File: src/rtl/uart_pkg.sv
// Shared types and constants for the auto-baud UART receiver.
// The package holds the FSM state encoding, the parity mode codes and the frame-length helper.
package uart_pkg;

    typedef enum logic [3:0] {
        UNLOCKED,
        MEASURE,
        SKIP,
        IDLE,
        START,
        DATA,
        PARITY,
        STOP,
        WAITHI
    } state_t;

    localparam int PAR_NONE = 0;
    localparam int PAR_EVEN = 1;
    localparam int PAR_ODD  = 2;

    // Returns the number of line bits after the start bit and before the stop bit.
    function automatic int frame_bits(input int data_w, input int parity);
        return data_w + ((parity != PAR_NONE) ? 1 : 0);
    endfunction

endpackage

File: src/rtl/uart_bit_timer.sv
// Loadable down-counter that times bit samples. The expire pulse comes period cycles after a full
// load, or period/2 cycles after a half load. It never stalls; the owner reloads or stops it.
module uart_bit_timer #(
    parameter int CNT_W = 16
) (
    input  logic             clk,
    input  logic             nrst,
    input  logic [CNT_W-1:0] period,
    input  logic             load_full,
    input  logic             load_half,
    input  logic             run,
    output logic             expire
);

    localparam logic [CNT_W-1:0] ONE = CNT_W'(1);

    logic [CNT_W-1:0] cnt;

    always_ff @(posedge clk) begin
        if (!nrst) begin
            cnt <= '0;
        end else if (load_full) begin
            cnt <= period - ONE;
        end else if (load_half) begin
            cnt <= (period >> 1) - ONE;
        end else if (run && (cnt != '0)) begin
            cnt <= cnt - ONE;
        end
    end

    assign expire = run && (cnt == '0);

endmodule

File: src/rtl/uart_autobaud_rx.sv
// Auto-baud UART receiver: learns the bit period from a calibration start bit, then receives frames.
// A frame appears one cycle after its stop sample; if the one-deep output is still held, it is dropped.
module uart_autobaud_rx
    import uart_pkg::*;
#(
    parameter int DATA_W  = 8,
    parameter int CNT_W   = 16,
    parameter int PARITY  = PAR_NONE,
    parameter int MIN_BIT = 8
) (
    input  logic              i_clk,
    input  logic              i_nrst,
    input  logic              i_rx,
    input  logic              i_relock,
    output logic              o_locked,
    output logic [CNT_W-1:0]  o_bit_period,
    output logic              o_valid,
    input  logic              i_ready,
    output logic [DATA_W-1:0] o_data,
    output logic              o_parity_err,
    output logic              o_frame_err,
    output logic              o_overrun
);

    localparam int               NB        = frame_bits(DATA_W, PARITY);
    localparam logic [CNT_W-1:0] ONE       = CNT_W'(1);
    localparam logic [CNT_W-1:0] CNT_MAX   = {CNT_W{1'b1}};
    localparam logic [CNT_W-1:0] MIN_CNT   = CNT_W'(MIN_BIT);
    localparam logic [CNT_W-1:0] SKIP_LAST = CNT_W'(NB);
    localparam logic [CNT_W-1:0] DATA_LAST = CNT_W'(DATA_W - 1);

    state_t state;
    state_t state_nx;

    logic              rx_q;
    logic              fall;
    logic              rise;
    logic [CNT_W-1:0]  meas_cnt;
    logic [CNT_W-1:0]  bit_cnt;
    logic [CNT_W-1:0]  timer_period;
    logic [DATA_W-1:0] shreg;
    logic              par_err;
    logic              par_calc;

    logic meas_start;
    logic meas_inc;
    logic latch_period;
    logic bits_clr;
    logic bits_inc;
    logic do_shift;
    logic do_parity;
    logic do_stop;
    logic load_full;
    logic load_half;
    logic timer_run;
    logic expire;

    assign fall     = rx_q & ~i_rx;
    assign rise     = ~rx_q & i_rx;
    assign par_calc = ^{shreg, i_rx};

    // The SKIP timer is first loaded while the period register is still being latched, so it takes
    // the fresh measurement minus one: the calibration frame then ends one cycle early, and a
    // start bit that follows back to back still shows its falling edge in IDLE.
    assign timer_period = (state == MEASURE) ? (meas_cnt - ONE) : o_bit_period;

    uart_bit_timer #(
        .CNT_W(CNT_W)
    ) u_timer (
        .clk      (i_clk),
        .nrst     (i_nrst),
        .period   (timer_period),
        .load_full(load_full),
        .load_half(load_half),
        .run      (timer_run),
        .expire   (expire)
    );

    always_ff @(posedge i_clk) begin
        if (!i_nrst) begin
            state <= UNLOCKED;
        end else begin
            state <= state_nx;
        end
    end

    always_comb begin
        state_nx     = state;
        meas_start   = 1'b0;
        meas_inc     = 1'b0;
        latch_period = 1'b0;
        bits_clr     = 1'b0;
        bits_inc     = 1'b0;
        do_shift     = 1'b0;
        do_parity    = 1'b0;
        do_stop      = 1'b0;
        load_full    = 1'b0;
        load_half    = 1'b0;
        timer_run    = 1'b0;

        case (state)
            UNLOCKED: begin
                if (fall) begin
                    meas_start = 1'b1;
                    state_nx   = MEASURE;
                end
            end
            MEASURE: begin
                if (meas_cnt == CNT_MAX) begin
                    state_nx = UNLOCKED;
                end else if (rise) begin
                    if (meas_cnt >= MIN_CNT) begin
                        latch_period = 1'b1;
                        bits_clr     = 1'b1;
                        load_full    = 1'b1;
                        state_nx     = SKIP;
                    end else begin
                        state_nx = UNLOCKED;
                    end
                end else begin
                    meas_inc = 1'b1;
                end
            end
            SKIP: begin
                timer_run = 1'b1;
                if (expire) begin
                    if (bit_cnt == SKIP_LAST) begin
                        state_nx = IDLE;
                    end else begin
                        bits_inc  = 1'b1;
                        load_full = 1'b1;
                    end
                end
            end
            IDLE: begin
                if (fall) begin
                    load_half = 1'b1;
                    state_nx  = START;
                end
            end
            START: begin
                timer_run = 1'b1;
                if (expire) begin
                    if (i_rx) begin
                        state_nx = IDLE;
                    end else begin
                        bits_clr  = 1'b1;
                        load_full = 1'b1;
                        state_nx  = DATA;
                    end
                end
            end
            DATA: begin
                timer_run = 1'b1;
                if (expire) begin
                    do_shift  = 1'b1;
                    load_full = 1'b1;
                    if (bit_cnt == DATA_LAST) begin
                        if (PARITY != PAR_NONE) begin
                            state_nx = uart_pkg::PARITY;
                        end else begin
                            state_nx = STOP;
                        end
                    end else begin
                        bits_inc = 1'b1;
                    end
                end
            end
            uart_pkg::PARITY: begin
                timer_run = 1'b1;
                if (expire) begin
                    do_parity = 1'b1;
                    load_full = 1'b1;
                    state_nx  = STOP;
                end
            end
            STOP: begin
                timer_run = 1'b1;
                if (expire) begin
                    do_stop  = 1'b1;
                    state_nx = i_rx ? IDLE : WAITHI;
                end
            end
            WAITHI: begin
                if (i_rx) begin
                    state_nx = IDLE;
                end
            end
            default: begin
                state_nx = UNLOCKED;
            end
        endcase

        // Relock wins over everything, including a stop sample landing in the same cycle.
        if (i_relock) begin
            state_nx     = UNLOCKED;
            meas_start   = 1'b0;
            meas_inc     = 1'b0;
            latch_period = 1'b0;
            bits_clr     = 1'b0;
            bits_inc     = 1'b0;
            do_shift     = 1'b0;
            do_parity    = 1'b0;
            do_stop      = 1'b0;
            load_full    = 1'b0;
            load_half    = 1'b0;
        end
    end

    always_ff @(posedge i_clk) begin
        if (!i_nrst) begin
            rx_q         <= 1'b1;
            meas_cnt     <= '0;
            bit_cnt      <= '0;
            shreg        <= '0;
            par_err      <= 1'b0;
            o_locked     <= 1'b0;
            o_bit_period <= '0;
            o_valid      <= 1'b0;
            o_data       <= '0;
            o_parity_err <= 1'b0;
            o_frame_err  <= 1'b0;
            o_overrun    <= 1'b0;
        end else begin
            rx_q <= i_rx;

            if (meas_start) begin
                meas_cnt <= ONE;
            end else if (meas_inc) begin
                meas_cnt <= meas_cnt + ONE;
            end

            if (i_relock) begin
                o_locked <= 1'b0;
            end else if (latch_period) begin
                o_locked     <= 1'b1;
                o_bit_period <= meas_cnt;
            end

            if (bits_clr) begin
                bit_cnt <= '0;
            end else if (bits_inc) begin
                bit_cnt <= bit_cnt + ONE;
            end

            if (do_shift) begin
                shreg <= {i_rx, shreg[DATA_W-1:1]};
            end

            if (do_parity) begin
                par_err <= (PARITY == PAR_EVEN) ? par_calc : ~par_calc;
            end

            if (do_stop && (!o_valid || i_ready)) begin
                o_valid      <= 1'b1;
                o_data       <= shreg;
                o_parity_err <= (PARITY != PAR_NONE) && par_err;
                o_frame_err  <= ~i_rx;
            end else if (o_valid && i_ready) begin
                o_valid <= 1'b0;
            end

            if (do_stop && o_valid && !i_ready) begin
                o_overrun <= 1'b1;
            end else if (o_valid && i_ready) begin
                o_overrun <= 1'b0;
            end
        end
    end

endmodule

File: config.mk
export PLATFORM = sky130hd
export DESIGN_NAME = uart_autobaud_rx
export DESIGN_NICKNAME = d
export VERILOG_FILES = /design/src/rtl/uart_pkg.sv /design/src/rtl/uart_bit_timer.sv /design/src/rtl/uart_autobaud_rx.sv
export SDC_FILE = /design/constraint.sdc
export NUM_CORES = 1
export LEC_CHECK = 0
export CELL_PAD_IN_SITES_DETAIL_PLACEMENT = 1
export CELL_PAD_IN_SITES_GLOBAL_PLACEMENT = 2
export CORE_ASPECT_RATIO = 0.5
export CORE_MARGIN = 2
export CORE_UTILIZATION = 36
export CTS_CLUSTER_SIZE = 16
export DETAILED_ROUTE_END_ITERATION = 7
export MAX_ROUTING_LAYER = met4
export PLACE_DENSITY = 0.88
export SYNTH_ARGS = -nofsm -noshare
export SYNTH_HDL_FRONTEND = slang
export SYNTH_SLANG_ARGS = --single-unit
File: constraint.sdc
create_clock -name i_clk -period 4 [get_ports i_clk]
set_clock_uncertainty 0.2 [all_clocks]
set_input_delay 0.4 -clock i_clk [delete_from_list [all_inputs] [get_ports i_clk]]
set_output_delay 0.4 -clock i_clk [all_outputs]
set_load 0.02 [all_outputs]
Word-level counts from Yosys, hierarchy flattened
Cells that the tools add are included.
{"block": "word_totals", "regBits": 89, "latch_bits": 0, "ramBits": 0, "rom_bits": 0, "in_bits": 5, "output_inout_bits": 29, "wordCells": 128, "n_memories": 0}
{"block": "op_classes", "add_sub_neg": 6, "multipliers": 0, "div": 0, "order_cmp": 1, "n_eq_ne": 22, "shift": 0, "muxes": 57, "n_bitwise": 6, "reduce_logical": 23}
{"op": "2-to-1 mux 16 bit", "n": 4}
{"op": "2-to-1 mux 4 bit", "n": 13}
{"op": "subtractor 16 x 1 -> 16 bit, second input constant", "n": 3}
{"op": "one-hot mux 4 bit (9 select lines)", "n": 1}
{"op": "2-to-1 mux 1 bit", "n": 34}
{"op": "adder 16 x 1 -> 16 bit, second input constant", "n": 2}
{"op": "inequality test 2 bit, second input constant", "n": 10}
{"op": "== test 16 bit, second input constant", "n": 1}
{"op": "== test 16 x 3 -> 1 bit, second input constant", "n": 1}
{"op": "== test 16 x 4 -> 1 bit, second input constant", "n": 1}
{"op": "== test 4 x 3 -> 1 bit, second input constant", "n": 4}
{"op": "greater-or-equal comparator 16 x 4 -> 1 bit, second input constant", "n": 1}
{"op": "zero test 16 bit", "n": 1}
{"op": "nonzero test 16 bit", "n": 1}
{"op": "subtractor 15 x 1 -> 16 bit, second input constant", "n": 1}
{"op": "AND reduction 11 bit", "n": 1}
{"op": "== test 4 x 2 -> 1 bit, second input constant", "n": 2}
{"op": "OR reduction 2 bit", "n": 4}
{"op": "logical AND 1 bit", "n": 6}
{"op": "nonzero test 2 bit", "n": 3}
{"op": "OR reduction 5 bit", "n": 1}
{"op": "== test 4 x 1 -> 1 bit, second input constant", "n": 1}
{"op": "== test 4 bit, second input constant", "n": 1}
{"op": "zero test 4 bit", "n": 1}
{"op": "11 further kinds", "n": 17}

Depth between registers and ports, before layout
{"block": "depth", "depth_word": 10, "mapped_depth": 15, "depth_no_buf": 13}

Modules after synthesis
Synthesis repeated with hierarchy kept, for this count alone.
{"block": "unflattened", "cells_unflattened": 651, "area_unflattened_um2": 5255.0}
{"mod": "uart_autobaud_rx", "n_inst": 1, "cells_each": 501, "area_each_um2": 3961.3, "seq_area_each_um2": 1461.4}
{"mod": "uart_bit_timer", "n_inst": 1, "cells_each": 150, "area_each_um2": 1293.7, "seq_area_each_um2": 320.3}

Worst setup path before layout
No wires, ideal clock.
{"block": "synth_timing", "path_type": "register to register", "start": "reg state[3]", "end": "reg u_timer.cnt[4]", "setup_time_ns": 0.070, "arrival_time_ns": 2.811, "required_ns": 3.730, "slack_ns": 0.918, "stages_incl_launch_ff": 15, "n_path_buf": 4, "period_less_slack_ns": 3.082, "path_cell_list": "dfxtp_1 > buf_2 > or2_1 > or4_1 > buf_2 > buf_2 > clkbuf_1 > nand2_1 > o211ai_1 > nand2_1 > ha_1 > nand2_1 > or3_1 > a21o_1 > a21oi_1"}
{"block": "synth_between", "elab_chain_cells": 8, "word_cells_on_any_way": 25, "cone_classes": "2 x add/sub; 7 x eq/ne; 11 x mux; 5 x reduce/logical"}
{"item": "start: declaration", "line": "uart_autobaud_rx.sv:32", "source": "state_t state;"}
{"item": "start signal: assignment", "line": "uart_autobaud_rx.sv:83", "source": "state <= state_nx;"}
{"item": "branches (longest 8 deep; another with subtractor 15 x 1 -> 16 bit)"}
{"item": "end signal: assignment", "line": "uart_bit_timer.sv:23", "source": "cnt <= period - ONE;"}
{"item": "end signal: assignment", "line": "uart_bit_timer.sv:25", "source": "cnt <= (period >> 1) - ONE;"}
{"item": "end signal: assignment", "line": "uart_bit_timer.sv:27", "source": "cnt <= cnt - ONE;"}
{"item": "end: declaration", "line": "uart_bit_timer.sv:17", "source": "logic [CNT_W-1:0] cnt;"}
Several ways; the timed one is not identified.
A chain may end at the register's enable or synchronous reset.

Worst setup path in the final report
{"block": "layout_timing", "start": "reg meas_cnt[10]", "end": "reg u_timer.cnt[13]"}
{"block": "layout_between", "elab_chain_cells": 7, "word_cells_on_any_way": 14, "cone_classes": "3 x add/sub; 1 x order compare; 1 x eq/ne; 8 x mux; 1 x reduce/logical"}
{"item": "start: declaration", "line": "uart_autobaud_rx.sv:38", "source": "logic [CNT_W-1:0] meas_cnt;"}
{"item": "start signal: assignment", "line": "uart_autobaud_rx.sv:230", "source": "meas_cnt <= meas_cnt + ONE;"}
{"item": "branches (longest 7 deep; another with subtractor 16 x 1 -> 16 bit)"}
Several ways; the timed one is not identified.

==> flow_summary_export.csv <==
group,metric,value,unit
status,outcome,"completed",
worst_setup_path,start_kind,"flop",
route,vias,4728,
timing,relSlewSlack,42.0,%
pwr,netSwitchingFraction,30.6,%
timing,fmax,275,MHz
yosys,synth_cells,642,
clocking,cts_buffer_depth,2,
clocking,clock-sinks,89,
timing,setup_ws,357,ps
route,drtIter0Drc,259,
yosys,syn_area,0.00524,mm^2
yosys,synth_seq_cells,89,
worst_setup_path,cp_data_required_time,4050,ps
flow_run,drv_cap,0,
pwr,power_switching,737,uW
timing,period_needed,3640,ps
yosys,synth_seq_area_share,34.0,%
pwr,clkPwrFrac,39.8,%
yosys,ys.flop_type,"dfxtp_1",
die,pin_count,34,
pwr,combPwrFrac,21.5,%
clocking,cts_tree,"built",
worst_setup_path,worstSetupEndpointType,"flop",
clocking,cts-root-buf,"clkbuf_16",
timing,setup_violations,0,
grt,grt_max_degree,29,
grt,first_global_vias,4730,
pwr,p_leak,0.00232,uW
pwr,share_seq_of_total_power,38.8,%
final_layout,nNetsFinal,677,
place,gp_congestion,0.855,
yosys,ys_top_cells_by_area,"dfxtp_1 (34%), mux2i_1 (7.8%), nor2_1 (7.7%), xor2_1 (4.8%), nand2_1 (4.1%)",
grt,grt_overflow,0,
die,die_area,0.0156,mm^2
worst_setup_path,crit_fanout,11,
route,wl_per_cell,16.9,um
timing,final_hold_viol_count,0,
yosys,synth_edf_count,0,
clocking,insertion_delay,350,ps
clocking,postCtsSetupBuffers,0,
yosys,synth.most_common_cell,"nor2_1",
timing,post-route-period-util,91.1,%
clocking,ctsHoldBuffers,0,
die,row_count,31,
place,place_ws,256,ps
final_layout,num_antenna_cells,0,
yosys,synth_common_cells,"nor2_1 (108), dfxtp_1 (89), nand2_1 (57), mux2i_1 (41), xor2_1 (29)",
worst_setup_path,timing_worst_setup_path_type,"reg -> reg",
place,hpwl,10700,um
yosys,yosysWarnings,0,
grt,grt_pass1_wl,24200,um
grt,track_usage,20.1,%
yosys,yosysTopAreaCell,"dfxtp_1",
yosys,async_reset_ff_share,0,%
yosys,yosysTopAreaCellShare,34.0,%
timing,fin_tns_setup,0,ps
timing,slew_viol_final,0,
final_layout,drive_gt1_share,10.6,%
route,drtPass1Iterations,4,
route,wl,14700,um
clocking,cts_inserted_buffers,9,
route,via_per_inst,5.44,
hold_path,holdPathStages,2,
worst_setup_path,rr_worst_depth,10,
pwr,power.internal,1670,uW
pwr,ir_drop,0.189,mV
grt,antenna_found_initial,0,
clocking,clk_pin_slew,70,ps
clocking,ctsHtreeMaxLevel,3,
timing,grt_setup_unrepaired,"no",
place,io_buffers,32,
pwr,power_density,395,mW/mm^2
final_layout,area_growth,16.6,%
worst_setup_path,arrival,3700,ps
yosys,syn_avg_cell_area,8.16,um^2
timing,tightest_slew,863,ps
yosys,synth_nets,653,
die,core,0.0144,mm^2
yosys,yosysUniqueCellTypes,75,
route,ant_nets,0,
hold_path,hp-class,"reg -> reg",
die,die_w,175,um
route,drc,0,
clocking,post_cts_resize_count,0,
pwr,power,2410,uW
die,die_y,89.3,um
die,initial_core_util,36.5,%
==> kinds of logic (layout without fill, tap and decap cells) <==
kind of cell,after synthesis,count (layout),share of synthesized area (%)
AOI/OAI and AO/OA,105,105,14.1
xor gates and xnor gates,44,44,7.35
adders and majority gates,6,6,1.43
buffers and inverters,55,84,5.16
DFF,89,89,34.0
muxes,42,42,8.05
other,1,1,0.0716
and+or+nand+nor,300,300,29.8
==> cell type report <==
class,instances,area [um^2]
fillers,1731,8240
multi-input cells,498,3200
flip-flops and latches,89,1780
repair buffers,57,508
well taps,198,248
clock buffers,9,225
clock inverters,7,108
inverters,11,41.3
==> metal layers <==
layer | part of all wire, % | up-vias | track usage (%)
li1 | - | 2322 | -
met1 | 49 | 2328 | 24.8
met2 | 47 | 63 | 34.3
met3 | 3.1 | 15 | 3.78
met4 | 1.1 | 0 | 5.61
met5 | 0 | - | -
==> flip-flops by register name, indices dropped and copies added (netlist names), 4 cells and up <==
register	count
bit_cnt	16
meas_cnt	16
o_data	8
state	4
shreg	8
o_bit_period	16
u_timer.cnt	16
==> path summary, 6_finish.rpt <==
| path | start | end | slack (ps) |
|---|---|---|---|
| setup reg to reg | meas_cnt[10]$_SDFFE_PP0P_ | u_timer.cnt[13]$_SDFFE_PN0P_ | 360 |
| hold reg to reg | u_timer.cnt[0]$_SDFFE_PN0P_ | u_timer.cnt[0]$_SDFFE_PN0P_ | 280 |
| setup / recovery | meas_cnt[10]$_SDFFE_PP0P_ | u_timer.cnt[13]$_SDFFE_PN0P_ | 360 |
| hold / removal | u_timer.cnt[0]$_SDFFE_PN0P_ | u_timer.cnt[0]$_SDFFE_PN0P_ | 280 |
==> power groups by stage <==
| stage | combinational, uW | clock, uW | sequential (uW) |
|---|---|---|---|
| floorplan | 400 | 0 | 940 |
| global placement | 497 | 0 | 954 |
| detailed placement | 507 | 0 | 954 |
| CTS | 515 | 983 | 934 |
| global route | 574 | 1010 | 937 |
| finish | 517 | 959 | 935 |
==> through the flow <==
step	instances	instance area (um^2)	hold WS, ps	utilization (%)
floorplan	642	5240	246	-
global route	869	6110	319	42.6
global placement	853	5770	260	40.2
detailed placement	853	5770	276	40.2
CTS	869	6100	293	42.5
finish	869	6110	283	42.6
==> cell usage in the layout, fill, tap and decap left out, types with 4 or more instances in the layout <==
master             n
nor2_1           108
dfxtp_1           88
nand2_1           57
mux2i_1           41
clkdlybuf4s50_1   32
xor2_1            29
a21oi_1           26
nand3_1           25
buf_4             25
o21ai_0           20
nand4_1           16
nor3_1            16
xnor2_1           15
inv_1             11
nor4_1            11
nor2b_1            9
clkbuf_16          9
or3_1              8
and3_1             8
or4_1              7
o211ai_1           6
ha_1               6
o22ai_1            5
a211oi_1           5
nor4_2             4
a21o_1             4
nand2b_1           4
or2_2              4
==> worst max-delay path: stages (launching register included) <==
cell,delay [ps]
dfxtp_1,430
nor4_1,530
nand4_1,280
nor4b_4,230
a21o_1,320
buf_4,220
or3_4,370
o2bb2ai_2,200
nor4b_4,370
nand3_1,120
a311oi_1,280
(Power assumes the default switching activity.)
